--- src/rtl/cat_pkg.sv ---
// Shared types and ASCII constants for the cat command decoder and its helpers.
package cat_pkg;

  localparam int NUM_CATS = 8;

  localparam logic [7:0] CMD_HEX   = 8'h23;
  localparam logic [7:0] CMD_QUERY = 8'h3F;
  localparam logic [7:0] CLR_BASE  = 8'h41;
  localparam logic [7:0] SET_BASE  = 8'h61;
  localparam logic [7:0] CHR_LF    = 8'h0A;
  localparam logic [7:0] CHR_CR    = 8'h0D;
  localparam logic [7:0] CHR_SP    = 8'h20;

  typedef enum logic [1:0] {
    S_IDLE   = 2'd0,
    S_HEX_HI = 2'd1,
    S_HEX_LO = 2'd2,
    S_RESP   = 2'd3
  } state_t;

endpackage

--- src/rtl/cat_cmd_decoder_if.sv ---
// Byte-stream handshake between the UART rx/tx paths and the command decoder.
interface cat_cmd_decoder_if;
  logic [7:0] rx_data;
  logic       rx_valid;
  logic       rx_ready;
  logic [7:0] tx_data;
  logic       tx_valid;
  logic       tx_ready;

  modport master (output rx_data, output rx_valid, input rx_ready,
                  input tx_data, input tx_valid, output tx_ready);
  modport slave  (input rx_data, input rx_valid, output rx_ready,
                  output tx_data, output tx_valid, input tx_ready);
endinterface

--- src/rtl/hex_nibble_decode.sv ---
// Combinational ASCII hex digit decoder, case-insensitive.
module hex_nibble_decode (
  input  logic [7:0] byte_in,
  output logic       is_hex,
  output logic [3:0] nibble
);
  always_comb begin
    is_hex = 1'b0;
    nibble = 4'h0;
    if (byte_in >= 8'h30 && byte_in <= 8'h39) begin
      is_hex = 1'b1;
      nibble = byte_in[3:0];
    end else if ((byte_in >= 8'h41 && byte_in <= 8'h46) ||
                 (byte_in >= 8'h61 && byte_in <= 8'h66)) begin
      is_hex = 1'b1;
      nibble = byte_in[3:0] + 4'd9;
    end
  end
endmodule

--- src/rtl/cat_cmd_decoder.sv ---
// Framed command decoder: single-letter set/clear, '#hh' mask write, '?' status query.
module cat_cmd_decoder
  import cat_pkg::*;
#(
  parameter int                    TIMEOUT_CYCLES = 10_334_000,
  parameter logic [NUM_CATS-1:0]   RESET_MASK     = 8'hFF
) (
  input  logic                clk,
  input  logic                reset_n,
  cat_cmd_decoder_if.slave    bus,
  output logic [NUM_CATS-1:0] cat_status,
  output logic [7:0]          err_count,
  output logic                busy
);
  // state    | meaning
  // S_IDLE   | waiting for a command byte
  // S_HEX_HI | '#' seen, expecting high hex digit
  // S_HEX_LO | high digit stored, expecting low hex digit
  // S_RESP   | status byte offered to transmitter, rx stalled

  localparam int            CW      = $clog2(TIMEOUT_CYCLES + 1);
  localparam logic [CW-1:0] TC_LAST = CW'(TIMEOUT_CYCLES - 1);

  state_t               state, state_nxt;
  logic [3:0]           hi_q, hi_nxt;
  logic [CW-1:0]        tmr_q, tmr_nxt;
  logic [NUM_CATS-1:0]  cat_nxt;
  logic [7:0]           tx_data_q, tx_data_nxt;
  logic                 tx_valid_q, tx_valid_nxt;
  logic                 err_inc;
  logic                 accept;
  logic                 is_hex;
  logic [3:0]           nib;
  logic [2:0]           bit_idx;

  hex_nibble_decode u_hex (
    .byte_in (bus.rx_data),
    .is_hex  (is_hex),
    .nibble  (nib)
  );

  assign bus.rx_ready = (state != S_RESP);
  assign busy         = (state != S_IDLE);
  assign bus.tx_data  = tx_data_q;
  assign bus.tx_valid = tx_valid_q;
  assign accept       = bus.rx_valid && bus.rx_ready;
  // Both letter bases end in 3'b001, so the low bits minus one give the cat index.
  assign bit_idx      = bus.rx_data[2:0] - 3'd1;

  always_ff @(posedge clk) begin
    if (!reset_n) begin
      state      <= S_IDLE;
      hi_q       <= 4'h0;
      tmr_q      <= '0;
      cat_status <= RESET_MASK;
      err_count  <= 8'h00;
      tx_data_q  <= 8'h00;
      tx_valid_q <= 1'b0;
    end else begin
      state      <= state_nxt;
      hi_q       <= hi_nxt;
      tmr_q      <= tmr_nxt;
      cat_status <= cat_nxt;
      tx_data_q  <= tx_data_nxt;
      tx_valid_q <= tx_valid_nxt;
      if (err_inc && err_count != 8'hFF)
        err_count <= err_count + 8'd1;
    end
  end

  always_comb begin
    state_nxt    = state;
    hi_nxt       = hi_q;
    tmr_nxt      = '0;
    cat_nxt      = cat_status;
    err_inc      = 1'b0;
    tx_data_nxt  = tx_data_q;
    tx_valid_nxt = tx_valid_q;
    case (state)
      S_IDLE: begin
        if (accept) begin
          if (bus.rx_data >= CLR_BASE && bus.rx_data <= CLR_BASE + 8'd7)
            cat_nxt[bit_idx] = 1'b0;
          else if (bus.rx_data >= SET_BASE && bus.rx_data <= SET_BASE + 8'd7)
            cat_nxt[bit_idx] = 1'b1;
          else if (bus.rx_data == CMD_HEX)
            state_nxt = S_HEX_HI;
          else if (bus.rx_data == CMD_QUERY) begin
            state_nxt    = S_RESP;
            tx_data_nxt  = cat_status;
            tx_valid_nxt = 1'b1;
          end else if (bus.rx_data != CHR_LF && bus.rx_data != CHR_CR &&
                       bus.rx_data != CHR_SP)
            err_inc = 1'b1;
        end
      end
      S_HEX_HI, S_HEX_LO: begin
        // An accepted byte takes priority over an expiring timer.
        if (accept) begin
          if (!is_hex) begin
            err_inc   = 1'b1;
            state_nxt = S_IDLE;
          end else if (state == S_HEX_HI) begin
            hi_nxt    = nib;
            state_nxt = S_HEX_LO;
          end else begin
            cat_nxt   = {hi_q, nib};
            state_nxt = S_IDLE;
          end
        end else if (tmr_q == TC_LAST) begin
          err_inc   = 1'b1;
          state_nxt = S_IDLE;
        end else begin
          tmr_nxt = tmr_q + 1'b1;
        end
      end
      S_RESP: begin
        if (bus.tx_ready) begin
          tx_valid_nxt = 1'b0;
          state_nxt    = S_IDLE;
        end
      end
      default: state_nxt = S_IDLE;
    endcase
  end
endmodule

--- src/flat_wrapper.sv ---
// flat-port wrapper written by rule: the top's interface ports become plain ports
module cat_cmd_decoder_flat import cat_pkg::*;
#(
  parameter int                    TIMEOUT_CYCLES = 10_334_000,
  parameter logic [NUM_CATS-1:0]   RESET_MASK     = 8'hFF
)
  (clk, reset_n, cat_status, err_count, busy, bus_rx_data, bus_rx_valid, bus_rx_ready, bus_tx_data, bus_tx_valid, bus_tx_ready);
  cat_cmd_decoder_if bus_i ();
  input  logic clk;
  input  logic reset_n;
  output logic [NUM_CATS-1:0] cat_status;
  output logic [7:0] err_count;
  output logic busy;
  input wire logic [$bits(bus_i.rx_data)-1:0] bus_rx_data;
  input wire logic [$bits(bus_i.rx_valid)-1:0] bus_rx_valid;
  output wire logic [$bits(bus_i.rx_ready)-1:0] bus_rx_ready;
  output wire logic [$bits(bus_i.tx_data)-1:0] bus_tx_data;
  output wire logic [$bits(bus_i.tx_valid)-1:0] bus_tx_valid;
  input wire logic [$bits(bus_i.tx_ready)-1:0] bus_tx_ready;
  assign bus_i.rx_data = bus_rx_data;
  assign bus_i.rx_valid = bus_rx_valid;
  assign bus_rx_ready = bus_i.rx_ready;
  assign bus_tx_data = bus_i.tx_data;
  assign bus_tx_valid = bus_i.tx_valid;
  assign bus_i.tx_ready = bus_tx_ready;
  cat_cmd_decoder #(.TIMEOUT_CYCLES(TIMEOUT_CYCLES), .RESET_MASK(RESET_MASK)) u_core (.clk(clk), .reset_n(reset_n), .bus(bus_i), .cat_status(cat_status), .err_count(err_count), .busy(busy));
endmodule
--- config.mk ---
export PLATFORM = sky130hd
export DESIGN_NAME = cat_cmd_decoder_flat
export DESIGN_NICKNAME = d
export VERILOG_FILES = /design/src/rtl/cat_pkg.sv /design/src/rtl/cat_cmd_decoder_if.sv /design/src/rtl/hex_nibble_decode.sv /design/src/rtl/cat_cmd_decoder.sv /design/src/flat_wrapper.sv
export SDC_FILE = /design/constraint.sdc
export NUM_CORES = 1
export LEC_CHECK = 0
export ABC_AREA = 1
export CORE_MARGIN = 3
export CORE_UTILIZATION = 50
export CTS_BUF_LIST = sky130_fd_sc_hd__clkbuf_8
export DETAILED_ROUTE_END_ITERATION = 7
export GPL_TIMING_DRIVEN = 0
export PLACE_DENSITY_LB_ADDON = 0.1
export SETUP_SLACK_MARGIN = 0.4
export SLEW_MARGIN = 20
export SYNTH_ARGS = -nofsm -noshare
export SYNTH_HDL_FRONTEND = slang
export SYNTH_HIERARCHICAL = 1
export SYNTH_SLANG_ARGS = --single-unit
--- constraint.sdc ---
create_clock -name clk -period 1.84 [get_ports clk]
set_input_delay 0.184 -clock clk [delete_from_list [all_inputs] [get_ports clk]]
set_output_delay 0.184 -clock clk [all_outputs]
set_load 0.1 [all_outputs]
# After elaboration in Yosys (flattened, before gate mapping)
# Index checks and enable logic that the tools add are counted.
# totals
ff_bits,55
input_bits,12
out_inout_bits,27
word_cells,115
# classes
n_addsub,4
n_lt_le_gt_ge,10
n_eq_ne,23
muxes,41
bitwise,8
n_reduce_logical,22
# ops
op,n
8-bit 2-to-1 mux,6
8-bit by 7-bit less-or-equal comparator with 1-bit output (second input constant),4
24-bit by 1-bit adder with 24-bit output (second input constant),1
24-bit == test (second input constant),1
2-bit 2-to-1 mux,10
1-bit 2-to-1 mux,18
6-bit AND reduction,3
8-bit by 6-bit == test with 1-bit output (second input constant),2
8-bit by 7-bit greater-or-equal comparator with 1-bit output (second input constant),2
8-bit by 4-bit != test with 1-bit output (second input constant),2
8-bit one-hot mux with 2 select lines,1
2-bit != test (second input constant),6
1-bit logical AND,10
3-bit by 1-bit != test with 1-bit output (second input constant),3
8-bit by 1-bit adder with 8-bit output (second input constant),1
8-bit AND,1
8-bit by 6-bit greater-or-equal comparator with 1-bit output (second input constant),1
8-bit by 6-bit less-or-equal comparator with 1-bit output (second input constant),1
4-bit 2-to-1 mux,2
2-bit by 1-bit != test with 1-bit output (second input constant),4
8-bit by 6-bit != test with 1-bit output (second input constant),1
8-bit != test (second input constant),1
8-bit NOT,1
8-bit OR,1
other kinds (17),25

# Longest topological paths before layout
# depth
ltp_word,11
mapped_depth,16
depth_no_buf,16

# By module
# The synthesis kept the hierarchy.
# modules_own_cells
module,instances,cells_each,area_per_inst_um2,seq_area_each_um2
cat_cmd_decoder,1,448,3090.5,1101.1
hex_nibble_decode,1,33,175.2,0.0

# Least setup slack after synthesis
# No wires, ideal clock.
# synth_path
path_type,reg-to-reg
from,register u_core.err_count[0]
to,register u_core.err_count[2]
setup_time_ns,0.070
arrival_ns,2.259
t_required_ns,1.770
setup_slack_ns,-0.489
stages_incl_launch_ff,8
path_buffers,0
period_less_slack_ns,2.329
cell_sequence,dfxtp_1 ha_1 nand3_1 nor2_1 a31oi_1 nand2_2 nand2_1 a21oi_1
# synth_between
elab_chain_len,2
word_cells_on_any_way,3
# synth_lines
item,line_no,text
from (decl),cat_cmd_decoder.sv:12,"output logic [7:0] err_count,"
from (signal assigned),cat_cmd_decoder.sv:67,err_count <= err_count + 8'd1;
branches (longest 2 deep; another with 8-bit by 1-bit adder with 8-bit output),n/a,
# Parallel ways; which one is timed is not known.
# A chain may end at the register's enable or synchronous reset.

==> flow_summary.toml <==
[grt]
antenna_found_initial = 0
grt_max_degree = 19
grt.overflow.total = 0
track_usage_pct = 22.1
grt_pass1_wl_mm = 13.7
grt_pass1_vias = 3026

[die]
num_io_pins = 39
die_w_um = 86.8
core_area_mm2 = 0.00613
dieArea_mm2 = 0.00754
rows = 28
start_util_pct = 53.3
die_h_um = 86.8

[cts]
clk_pin_slew_ps = 110
clkLatencyLatePin_ps = 320
postCtsHoldBufs = 0
cts_tree = "yes"
cts_inserted_buffers = 5
htree_levels = 2
cts_buffer_depth = 2
cts.sinks = 55
cts_root_buffer = "clkbuf_8"

[cells_and_area]
regArea_mm2 = 0.00115
drive_gt1_share_pct = 39.7
layout_commonest_cell = "nand2_1"
antenna_cells = 0
fin_nets = 611
fin_cells = 660
nFillCells = 406
fin_area_mm2 = 0.00487
multi_input_area_mm2 = 0.00235
final_cell_mix = "nand2_1, inv_1, nand3_1"
synthToLayoutAreaGrowth_pct = 49.1
final_util_pct = 79.4

[yosys]
synth-seq-cells = 55
synthMuxAreaShare_pct = 0
synth_top_family_by_area = "simple AND/OR/NAND/NOR gates"
seq_area_frac_synth_pct = 33.7
ys.flop_type = "dfxtp_1"
netlist_instances = 481
synth_area_mm2 = 0.00327
yosys.area_share.simple_pct = 36.6
async_flop_share_pct = 0
synth.distinct_cells = 36
yosys.area_share.adder_pct = 5.75
synth-compound-area-share_pct = 10.5
yosysWarnings = 6
synth_fp_nets = 508
synth_area_per_cell_um2 = 6.79
synth_edf_count = 0
yosys.area_share.xor_xnor_pct = 5.10

[route]
drt-initial-drc-count = 337
ant_nets = 0
via_count = 3777
drc_errors = 0
wl_mm = 10.6
detail_route.wl_per_cell_um = 16.1
vias_per_cell = 5.72
dr.pass1.iters = 6

[worst_setup_path]
end_kind = "flop"
slowest_stage = "dfxtp_4"
max_stage_delay_ps = 380
start_kind = "flop"
critical_path_class = "reg -> reg"
critical_path_required_ps = 2100
path_max_fanout = 7
crit_chain = "ha_4 -> nor2_4 -> nand2_2 -> nand2_2 -> inv_2 -> nor4_4 -> nand2_1 -> inv_2 -> buf_6 -> o21ai_4 -> inv_1 -> nand2_1 -> nand3_1"
worstPathArrival_ps = 2070

[sta]
clock.fmax_mhz = 551
tns_ps = 0
rsz0062_at_grt = "yes"
hold_viol = 0
drv_slew = 0
slew_headroom_pct = 63.6
min_period_ps = 1820
fin_crit_sh_pct = 98.7
setup_viol = 0
fin_worst_skew_ps = 12.4
tightest_slew_ps = 549

[placed_design]
dpl_cell_area_mm2 = 0.00396
place_congestion = 0.817
port_buffers = 38
dp.cells = 594
dp_hpwl_mm = 5.61

[outcome]
status = "completed"

[pwr]
ir_worst_vdd_mv = 0.904
p_per_area_mw_per_mm2 = 1000
finalPower_mw = 4.88
power_leakage_nw = 1.99

[worst_hold_path]
hp-class = "in -> reg"

[job]
maxCapViolations = 0
metal layers:
layer / vias up / global-route usage (%) / routed length (um)
met2: 229 / 38.2 / 5120
li1: 1764 / - / -
met1: 1735 / 29.7 / 4190
met5: - / 0 / 0
met3: 49 / 2.66 / 810
met4: 0 / 3.82 / 509
metrics by stage:
| stage | hold slack [ps] | worst slack, ps |
|---|---|---|
| floorplan | 322 | 69.2 |
| global placement | 431 | -946 |
| detailed placement | 437 | -995 |
| CTS | 364 | 137 |
| global route | 419 | -69.1 |
| finish | 398 | 23.9 |
power by group:
part           leakage (nW)  switching, mW  internal (mW)
logic                  1.48           1.79          0.969
clock network        0.0489          0.443          0.277
registers             0.458          0.110           1.29
total                  1.99           2.34           2.54
synthesized netlist by cell type (2+ instances only):
cell type,count,share of area (%)
o211ai_1,4,0.92
nor2_2,7,1.3
ha_1,15,5.7
nand4_1,5,0.96
a31oi_1,2,0.38
nor2_1,58,6.7
nand2_2,2,0.38
inv_2,4,0.46
o21ai_0,23,3.5
nor2_4,4,1.4
inv_1,59,6.8
nor3_1,6,0.92
nand2_1,110,13
a21oi_1,28,4.3
nor3b_2,2,0.77
nor4_1,3,0.57
xor2_1,13,3.5
clkbuf_1,2,0.23
nand3_1,53,8.1
dfxtp_1,55,34
nand3_2,4,1.2
xnor2_1,6,1.6
buf_2,3,0.46
layout make-up:
cell class                      count  area share, %
Multi-Input combinational cell    355           48.2
Inverter                           64           5.78
Clock buffer                        5           1.41
Tap cell                           75           1.93
Buffer                              7           1.26
Sequential cell                    55           23.7
Clock inverter                      3          0.463
Timing Repair Buffer               96           17.2
final timing paths:
| check | startpoint | endpoint | slack [ps] | cells past startpoint |
|---|---|---|---|---|
| setup / recovery | u_core/state[1]$_SDFFE_PN0P_ | flop | 20 | 13 |
| hold / removal | bus_rx_data[0] | flop | 400 | 6 |
| setup reg to reg | u_core/state[1]$_SDFFE_PN0P_ | flop | 20 | 13 |
| hold reg to reg | u_core/bus.tx_data[6]$_SDFFE_PN0P_ | u_core/bus.tx_data[6]$_SDFFE_PN0P_ | 450 | 2 |
cell families (layout without fill, tap and decap cells):
kind of cell    after synthesis  in the layout
compound gates               62             62
xor+xnor                     19             19
fa+ha+maj                    15             15
buf+inv                      71            175
flops                        55             55
simple gates                259            259
critical path, delay by kind of cell (launching register included):
family / cells / cell delay, ps
flip-flops: 1 / 380
adder cells (fa/ha/maj): 1 / 170
AND/OR/NAND/NOR: 7 / 800
AO/OA/AOI/OAI: 1 / 50
buffers and inverters: 4 / 380
repair_timing:
action                                  4_1_cts  5_1_grt
gates resized for setup                     174      109
gates cloned                                  2        2
endpoints found under the setup margin       82       67
pin swaps                                    26       32
setup buffers                                24       30
No activity file was read; power rests on OpenSTA's default activity.
